$ cat config.mk
export PLATFORM = sky130hd
export DESIGN_NAME = fnd_time_display_flat
export DESIGN_NICKNAME = d
export VERILOG_FILES = /design/src/rtl/fnd_time_display_if.sv /design/src/rtl/fnd_time_display.sv /design/src/flat_wrapper.sv
export SDC_FILE = /design/constraint.sdc
export NUM_CORES = 1
export LEC_CHECK = 0
export ABC_AREA = 1
export CORE_MARGIN = 3
export CORE_UTILIZATION = 26
export DETAILED_ROUTE_END_ITERATION = 8
export GPL_TIMING_DRIVEN = 0
export RECOVER_POWER = 25
export SYNTH_ARGS = -nofsm -noshare
export SYNTH_HDL_FRONTEND = slang
export SYNTH_SLANG_ARGS = --single-unit
$ cat constraint.sdc
create_clock -name clk -period 4.6 [get_ports clk]
set_clock_uncertainty 0.05 [all_clocks]
set_input_delay 0.92 -clock clk [delete_from_list [all_inputs] [get_ports clk]]
set_output_delay 0.92 -clock clk [all_outputs]
set_load 0.01 [all_outputs]
$ cat src/rtl/fnd_time_display_if.sv
// Watch time bus plus FND pin bundle shared by the watch block (master)
// and the display scanner (slave).
interface fnd_time_display_if;
    logic       mode;
    logic [2:0] pos_sel;
    logic [6:0] msec;
    logic [5:0] sec;
    logic [5:0] min;
    logic [4:0] hour;
    logic [3:0] fnd_com;
    logic [7:0] fnd_data;

    modport master (
        output mode, pos_sel, msec, sec, min, hour,
        input  fnd_com, fnd_data
    );

    modport slave (
        input  mode, pos_sel, msec, sec, min, hour,
        output fnd_com, fnd_data
    );
endinterface

$ cat src/rtl/fnd_time_display.sv
// 4-digit multiplexed 7-segment driver for the watch time bus, with edit-field blink.
// Optional macro FND_BLINK_EN compiles in the blink counter / phase / pos_sel restart.
module fnd_time_display #(
    parameter int CLK_HZ   = 100_000_000,
    parameter int SCAN_HZ  = 1000,
    parameter int BLINK_HZ = 2
) (
    input logic               clk,
    input logic               rst,
    fnd_time_display_if.slave bus
);
    localparam int SCAN_DIV  = CLK_HZ / SCAN_HZ;
    localparam int BLINK_DIV = CLK_HZ / (2 * BLINK_HZ);
    localparam int SW = (SCAN_DIV  > 1) ? $clog2(SCAN_DIV)  : 1;
    localparam int BW = (BLINK_DIV > 2) ? $clog2(BLINK_DIV) : 1;

    logic [SW-1:0] scan_cnt;
    logic [1:0]    dig_idx;
    logic          phase_eff;

    always_ff @(posedge clk) begin
        if (rst) begin
            scan_cnt <= '0;
            dig_idx  <= '0;
        end else if (scan_cnt == SW'(SCAN_DIV - 1)) begin
            scan_cnt <= '0;
            dig_idx  <= dig_idx + 2'd1;
        end else begin
            scan_cnt <= scan_cnt + 1'b1;
        end
    end

`ifdef FND_BLINK_EN
    logic [BW-1:0] blink_cnt;
    logic          phase;
    logic [2:0]    pos_q;
    logic          pos_chg;

    assign pos_chg   = (bus.pos_sel != pos_q);
    // A freshly selected field is shown on the very edge that sees the change.
    assign phase_eff = phase | pos_chg;

    always_ff @(posedge clk) begin
        if (rst) begin
            blink_cnt <= '0;
            phase     <= 1'b1;
            pos_q     <= '0;
        end else begin
            pos_q <= bus.pos_sel;
            if (pos_chg) begin
                // The change edge itself is the first cycle of the new visible half-period.
                blink_cnt <= (BLINK_DIV > 1) ? BW'(1) : '0;
                phase     <= 1'b1;
            end else if (blink_cnt == BW'(BLINK_DIV - 1)) begin
                blink_cnt <= '0;
                phase     <= ~phase;
            end else begin
                blink_cnt <= blink_cnt + 1'b1;
            end
        end
    end
`else
    assign phase_eff = 1'b1;
`endif

    function automatic logic [6:0] seg7(input logic [3:0] d);
        case (d)
            4'd0:    seg7 = 7'h40;
            4'd1:    seg7 = 7'h79;
            4'd2:    seg7 = 7'h24;
            4'd3:    seg7 = 7'h30;
            4'd4:    seg7 = 7'h19;
            4'd5:    seg7 = 7'h12;
            4'd6:    seg7 = 7'h02;
            4'd7:    seg7 = 7'h78;
            4'd8:    seg7 = 7'h00;
            4'd9:    seg7 = 7'h10;
            default: seg7 = 7'h7F;
        endcase
    endfunction

    logic [6:0] lo_val, hi_val, fld_val;
    logic [3:0] digit;
    logic [2:0] fld_id;
    logic       blank, dp_on;

    always_comb begin
        lo_val  = bus.mode ? 7'(bus.min)  : bus.msec;
        hi_val  = bus.mode ? 7'(bus.hour) : 7'(bus.sec);
        fld_val = dig_idx[1] ? hi_val : lo_val;
        digit   = dig_idx[0] ? 4'((fld_val / 7'd10) % 7'd10) : 4'(fld_val % 7'd10);
        // Field ids line up with pos_sel encoding: 1 msec, 2 sec, 3 min, 4 hour.
        fld_id  = 3'({bus.mode, dig_idx[1]}) + 3'd1;
`ifdef FND_BLINK_EN
        blank   = !phase_eff && (bus.pos_sel == fld_id);
`else
        blank   = 1'b0;
`endif
        dp_on   = (dig_idx == 2'd2) && (bus.mode ? phase_eff : (bus.msec < 7'd50));
    end

    always_ff @(posedge clk) begin
        if (rst) begin
            bus.fnd_com  <= 4'hF;
            bus.fnd_data <= 8'hFF;
        end else begin
            bus.fnd_com  <= ~(4'b0001 << dig_idx);
            bus.fnd_data <= blank ? 8'hFF : {~dp_on, seg7(digit)};
        end
    end
endmodule
$ cat src/flat_wrapper.sv
// flat-port wrapper written by rule: the top's interface ports become plain ports
module fnd_time_display_flat 
#(
    parameter int CLK_HZ   = 100_000_000,
    parameter int SCAN_HZ  = 1000,
    parameter int BLINK_HZ = 2
)
  (clk, rst, bus_mode, bus_pos_sel, bus_msec, bus_sec, bus_min, bus_hour, bus_fnd_com, bus_fnd_data);
  fnd_time_display_if bus_i ();
  input logic clk;
  input logic rst;
  input wire logic [$bits(bus_i.mode)-1:0] bus_mode;
  input wire logic [$bits(bus_i.pos_sel)-1:0] bus_pos_sel;
  input wire logic [$bits(bus_i.msec)-1:0] bus_msec;
  input wire logic [$bits(bus_i.sec)-1:0] bus_sec;
  input wire logic [$bits(bus_i.min)-1:0] bus_min;
  input wire logic [$bits(bus_i.hour)-1:0] bus_hour;
  output wire logic [$bits(bus_i.fnd_com)-1:0] bus_fnd_com;
  output wire logic [$bits(bus_i.fnd_data)-1:0] bus_fnd_data;
  assign bus_i.mode = bus_mode;
  assign bus_i.pos_sel = bus_pos_sel;
  assign bus_i.msec = bus_msec;
  assign bus_i.sec = bus_sec;
  assign bus_i.min = bus_min;
  assign bus_i.hour = bus_hour;
  assign bus_fnd_com = bus_i.fnd_com;
  assign bus_fnd_data = bus_i.fnd_data;
  fnd_time_display #(.CLK_HZ(CLK_HZ), .SCAN_HZ(SCAN_HZ), .BLINK_HZ(BLINK_HZ)) u_core (.clk(clk), .rst(rst), .bus(bus_i));
endmodule
# [Yosys cells after proc, flatten, opt, wreduce, memory -nomap -nowiden]
# Memory sizes are Yosys's and may differ from the RTL's. A register that Yosys moved wholly into a read port is not among the register bits.
# Index checks and enable logic that the tools add are counted.
[totals] regBits=31 latchBits=0 mem_bits_rw=0 romBits=112 in_bits=30 output_inout_bits=12 word_cells=23 mem_count=1
[mem_list] memory="(name not given)" words=16 word_bits=7 rd=1 rd_clocked_by_memory_dff=1 write_ports=0 line="fnd_time_display.sv:67" source="case (d)"
[classes] addsub=2 mul=0 div=3 n_lt_le_gt_ge=1 n_eq_ne=2 shifts=1 muxes=5 n_bitwise=2 n_reduce_logical=2
[ops] op="adder 17 x 1 -> 17 bit, second input constant" count=1
[ops] op="equality test 17 bit, second input constant" count=1
[ops] op="modulo 7 x 4 -> 7 bit, second input constant" count=2
[ops] op="two-way mux 7 bit" count=2
[ops] op="divider 7 x 4 -> 7 bit, second input constant" count=1
[ops] op="< comparator 7 x 6 -> 1 bit, second input constant" count=1
[ops] op="two-way mux 6 bit" count=1
[ops] op="two-way mux 4 bit" count=1
[ops] op="inverter 4 bit" count=1
[ops] op="left shift 1 x 2 -> 4 bit, first input constant" count=1
[ops] op="adder 2 x 1 -> 2 bit, second input constant" count=1
[ops] op="equality test 2 bit, second input constant" count=1
[ops] op="OR reduction 2 bit" count=1
[ops] op="logical AND 1 bit" count=1
[ops] op="two-way mux 1 bit" count=1
[ops] op="inverter 1 bit" count=1

# [Longest topological paths before layout]
[logic_depth] depth_word=5 depth_mapped=35 ltp_nobuf=35

# [Worst setup path before layout]
# Ideal clock, no wire load.
[synth_path] kind="input port to flip-flop" from="input bus_mode" to="register u_core.bus.fnd_data[3]" setup_time_ps=118 arrival_ps=4031 required_ps=4432 slack_ps=401 path_stages=31 path_buffers=1 path_cell_list="buf_4 > nand2_1 > nand3_4 > nand2_4 > nand2_2 > nand2_4 > nand2_2 > o21ai_2 > nand3_2 > nand3_1 > nand2_1 > xor2_1 > ha_1 > o21ai_0 > inv_2 > nand2_2 > nand2_1 > nand2_1 > inv_1 > ha_1 > inv_1 > nand3_2 > nand3_4 > nor2_4 > nand2_1 > nand2_1 > ha_1 > inv_1 > nand3_1 > nand3_1 > nand3_2"
[synth_between] elab_chain_cells=5 elab_cells_between_ends=7 cone_classes="3 x div; 4 x mux"
[synth_rtl] element="start: declaration" line="flat_wrapper.sv:12" source="input wire logic [$bits(bus_i.mode)-1:0] bus_mode;"
[synth_rtl] element="two-way mux 7 bit / two-way mux 6 bit (equally long branches)" line="fnd_time_display.sv:88, fnd_time_display.sv:89"
[synth_rtl] element="two-way mux 7 bit (*)" line="fnd_time_display.sv:90" source="fld_val = dig_idx[1] ? hi_val : lo_val;"
[synth_rtl] element="divider 7 x 4 -> 7 bit" line="fnd_time_display.sv:91" source="digit = dig_idx[0] ? 4'((fld_val / 7'd10) % 7'd10) : 4'(fld_val % 7'd10);"
[synth_rtl] element="modulo 7 x 4 -> 7 bit" line="fnd_time_display.sv:91"
[synth_rtl] element="two-way mux 4 bit (*)" line="fnd_time_display.sv:91"
[synth_rtl] element="end: declaration" line="fnd_time_display_if.sv:20" source="output fnd_com, fnd_data"
# Mark *: on every way between the ends. The rest lies on a longest branch, timed or not.
# A chain may end at the register's enable or synchronous reset.

# [Final worst setup path]
[layout_path] from="input bus_msec[4]" to="register u_core.bus.fnd_data[3]"
[layout_between] elab_chain_cells=5 elab_cells_between_ends=6 cone_classes="3 x div; 3 x mux"
[layout_rtl] element="start: declaration" line="flat_wrapper.sv:14" source="input wire logic [$bits(bus_i.msec)-1:0] bus_msec;"
[layout_rtl] element="two-way mux 7 bit (*)" line="fnd_time_display.sv:88" source="lo_val = bus.mode ? 7'(bus.min) : bus.msec;"
[layout_rtl] element="two-way mux 7 bit (*)" line="fnd_time_display.sv:90"
[layout_rtl] element="divider 7 x 4 -> 7 bit" line="fnd_time_display.sv:91"
[layout_rtl] element="modulo 7 x 4 -> 7 bit" line="fnd_time_display.sv:91"
[layout_rtl] element="two-way mux 4 bit (*)" line="fnd_time_display.sv:91"
# Marks and branches as above.

==> summary.md <==
| Metric | Value |
|---|---|
| FF-to-FF path depth | `25` |
| Buffers & Inverters on Critical Path | `5` |
| Nets@finish | `424` |
| Worst VDD drop | `0.000121 V` |
| Max-slew headroom | `67.8%` |
| Die Ht | `100 um` |
| Yosys top cell by area | `dfxtp_1` |
| Syn Area/Cell | `7.14 sq um` |
| Worst Hold Launch | `u_core.scan_cnt[0]` |
| Delay of the slowest critical-path stage | `0.44 ns` |
| FP Rows | `33` |
| Post-synth EDFFs | `0` |
| TritonCTS clock tree | `built` |
| Kind of critical path | `input port to register` |
| Grt ovf | `0` |
| CTS Buf Count | `5` |
| Layout overhead on the synthesized area | `37.1%` |
| CP Max Fanout | `6` |
| WL final | `5680 um` |
| Mapped Cells | `324` |
| Post-Syn Area | `2310 sq um` |
| Root buffer cell | `clkbuf_8` |
| Initial drt markers | `52` |
| Post-synth top area share | `26.8%` |
| Number of detailed-route iterations in the first pass | `4` |
| GRT Overall Usage | `11.5%` |
| Total of max-cap violations | `0` |
| Initial antenna violation count | `0` |
| Final instance area | `3170 sq um` |
| Worst Max-Slew Pin Slew | `0.477 ns` |
| DP Wirelength | `4480 um` |
| Vias in the first global route | `2255` |
| Number of synthesized register bits | `31` |
| Asr flop ratio synth | `0%` |
| Most frequent cell after synthesis | `nand2_1` |
| CP Data Arrival Time | `4.44 ns` |
| Clk_lat worst skew | `0.28 ns` |
| Pin count of the biggest net entering global routing | `12` |
| I/O pin total | `42` |
| Seq/Total Area, Yosys | `26.8%` |
| Highest metal used | `met4` |
| Worst flop-to-flop path startpoint | `u_core.dig_idx[0]` |
| Met2 wire len | `2990 um` |
| First-pass GRT wire length | `9500 um` |
| Tcrit/Tclk final | `93.7%` |
| Vias | `2237` |
| Initial Util | `27.5%` |
| Dpl cells | `467` |
| Chip width | `100 um` |
| Outcome | `finished clean` |
| CP Capture Type | `register` |
| Leak | `1.39 nW` |
| Critical register-to-register path endpoint | `u_core.bus.fnd_data[3]` |
| Total core area | `8420 sq um` |
| Synth warn | `0` |
| Synth top area cells | `dfxtp_1, nand2_1, nand3_1` |
| Port Buffers | `38` |
| Clk slew on worst S/H paths | `0.07 ns` |
| Reg2reg setup slack | `0.65 ns` |
| Hold Path End | `u_core.scan_cnt[0]` |
| Met3 WL | `113 um` |
| Clk buf depth | `2` |
| Top_reg_cell synth | `dfxtp_1` |
| DRT met1 WL | `2440 um` |
| Startpoint types | `input port` |
| Final min period | `4.31 ns` |
| Hold depth | `1` |
| Post-synth top cells | `nand2_1, inv_1, nand3_1` |
| Vias per cell | `4.59` |
| Yosys cell types | `41` |
| Final Setup Violations | `0` |
| DRC violations left | `0` |
| Layout cells sized above 1 | `25.9%` |
| Layout Cells excl Fill | `487` |
| Final ANT Viol Nets | `0` |
| Ant. Diodes | `0` |
| Max frequency | `0.232 GHz` |
| CP delay by family, top | `simple AND/OR/NAND/NOR gates` |
| # clock sinks | `31` |
| Worst Path Required | `4.73 ns` |
| Htree depth | `2` |
| Placed cell areas | `2830 sq um` |
| PD cells | `342 nW/um^2` |
| Slowest CP cell | `clkdlybuf4s50_1` |
| WL per Instance | `11.7 um` |
| Max-slew violations | `0` |
| Type of the most critical hold path | `register to register` |
| Synth Net Count | `367` |
| Hold Fails Final Rpt | `0` |
| Die footprint | `10100 sq um` |
| Gp weighted congestion | `0.785` |
-- what timing repair did --
item | CTS | global route
setup buffers | 6 | 6
gates resized for setup | 11 | 20
pin swaps | 4 | 10
hold buffers | 0 | 0
setup endpoints to repair | 6 | 7
-- metal layers --
metal  global-route usage, %  vias up
li1                        -     1179
met3                    2.02        9
met1                    12.4     1031
met5                       0        -
met2                    21.8       18
met4                    4.46        0
-- cells by family after synthesis --
logic type                 count (synthesis)  share of synthesized area [%]
DFF                                       31                           26.8
buffers and inverters                     48                           8.92
and+or+nand+nor                          182                           42.6
adders and majority gates                 13                           7.03
xor gates and xnor gates                   5                           1.89
AOI/OAI and AO/OA                         45                           12.7
-- flip-flops by register name, summed over array words and instances (netlist names) --
name,count
u_core.bus.fnd_data,8
u_core.bus.fnd_com,4
u_core.scan_cnt,17
u_core.dig_idx,2
-- worst max path at each step --
stage	endpoint	startpoint	depth (start not counted)
after floorplan	u_core.bus.fnd_data[3]	bus_mode	31
after global placement	u_core.bus.fnd_data[3]	bus_mode	32
after detailed placement	u_core.bus.fnd_data[3]	bus_mode	32
after CTS	u_core.bus.fnd_data[3]	bus_mode	29
after global routing	u_core.bus.fnd_data[3]	bus_msec[4]	31
final	u_core.bus.fnd_data[3]	bus_msec[4]	31
-- placed cells by master, fill, tap and decap left out, types with 2 or more instances in the layout --
cell type / Yosys / routed
nor2_1: 21 / 20
nand2_4: 8 / 8
a31oi_1: 2 / 2
clkbuf_8: 0 / 5
nand3_1: 34 / 26
ha_2: 0 / 2
nand2_1: 70 / 67
a21oi_1: 11 / 9
nand2_2: 13 / 16
buf_6: 3 / 4
xor2_2: 0 / 2
o21ai_4: 1 / 2
o21ai_1: 5 / 2
nor3b_1: 2 / 2
nor2_4: 2 / 2
nor3_1: 8 / 8
nand3_4: 2 / 2
ha_1: 13 / 11
buf_4: 1 / 12
clkdlybuf4s50_1: 0 / 36
bufinv_16: 0 / 2
inv_1: 35 / 34
a21oi_4: 1 / 2
nand4_1: 5 / 5
xor2_1: 4 / 2
o21ai_0: 15 / 13
dfxtp_1: 31 / 31
o21ai_2: 2 / 6
inv_2: 7 / 8
nor4_1: 3 / 3
a21oi_2: 1 / 2
nand3_2: 10 / 18
-- layout make-up --
type,instances,area [sq um]
clock buffers,5,68.8
repair buffers,50,473
plain buffers,5,48.8
fillers,881,5250
well taps,105,131
clock inverters,3,67.6
inverters,43,161
multi-input cells,245,1600
flip-flops and latches,31,621
-- power breakdown --
| part | leakage [nW] | internal (mW) | switching, mW |
|---|---|---|---|
| sequential | 0.253 | 0.296 | 0.00811 |
| combinational | 1.07 | 0.201 | 0.260 |
| clock | 0.0644 | 0.216 | 0.106 |
| total | 1.39 | 0.713 | 0.374 |
-- metrics by stage --
stage	util, %	setup TNS [ns]	hold WS [ns]	power [mW]	setup slack [ns]
after floorplan	-	0	0.368	0.596	0.401
after global placement	33.6	-2.14	0.384	0.707	-0.415
after detailed placement	33.6	-2.76	0.385	0.718	-0.506
after CTS	36.2	0	0.402	1.06	0.000204
after global routing	37.7	-0.0177	0.436	1.16	-0.0177
final	37.7	0	0.394	1.09	0.289
Note: power is estimated with default switching activity, not from simulation.
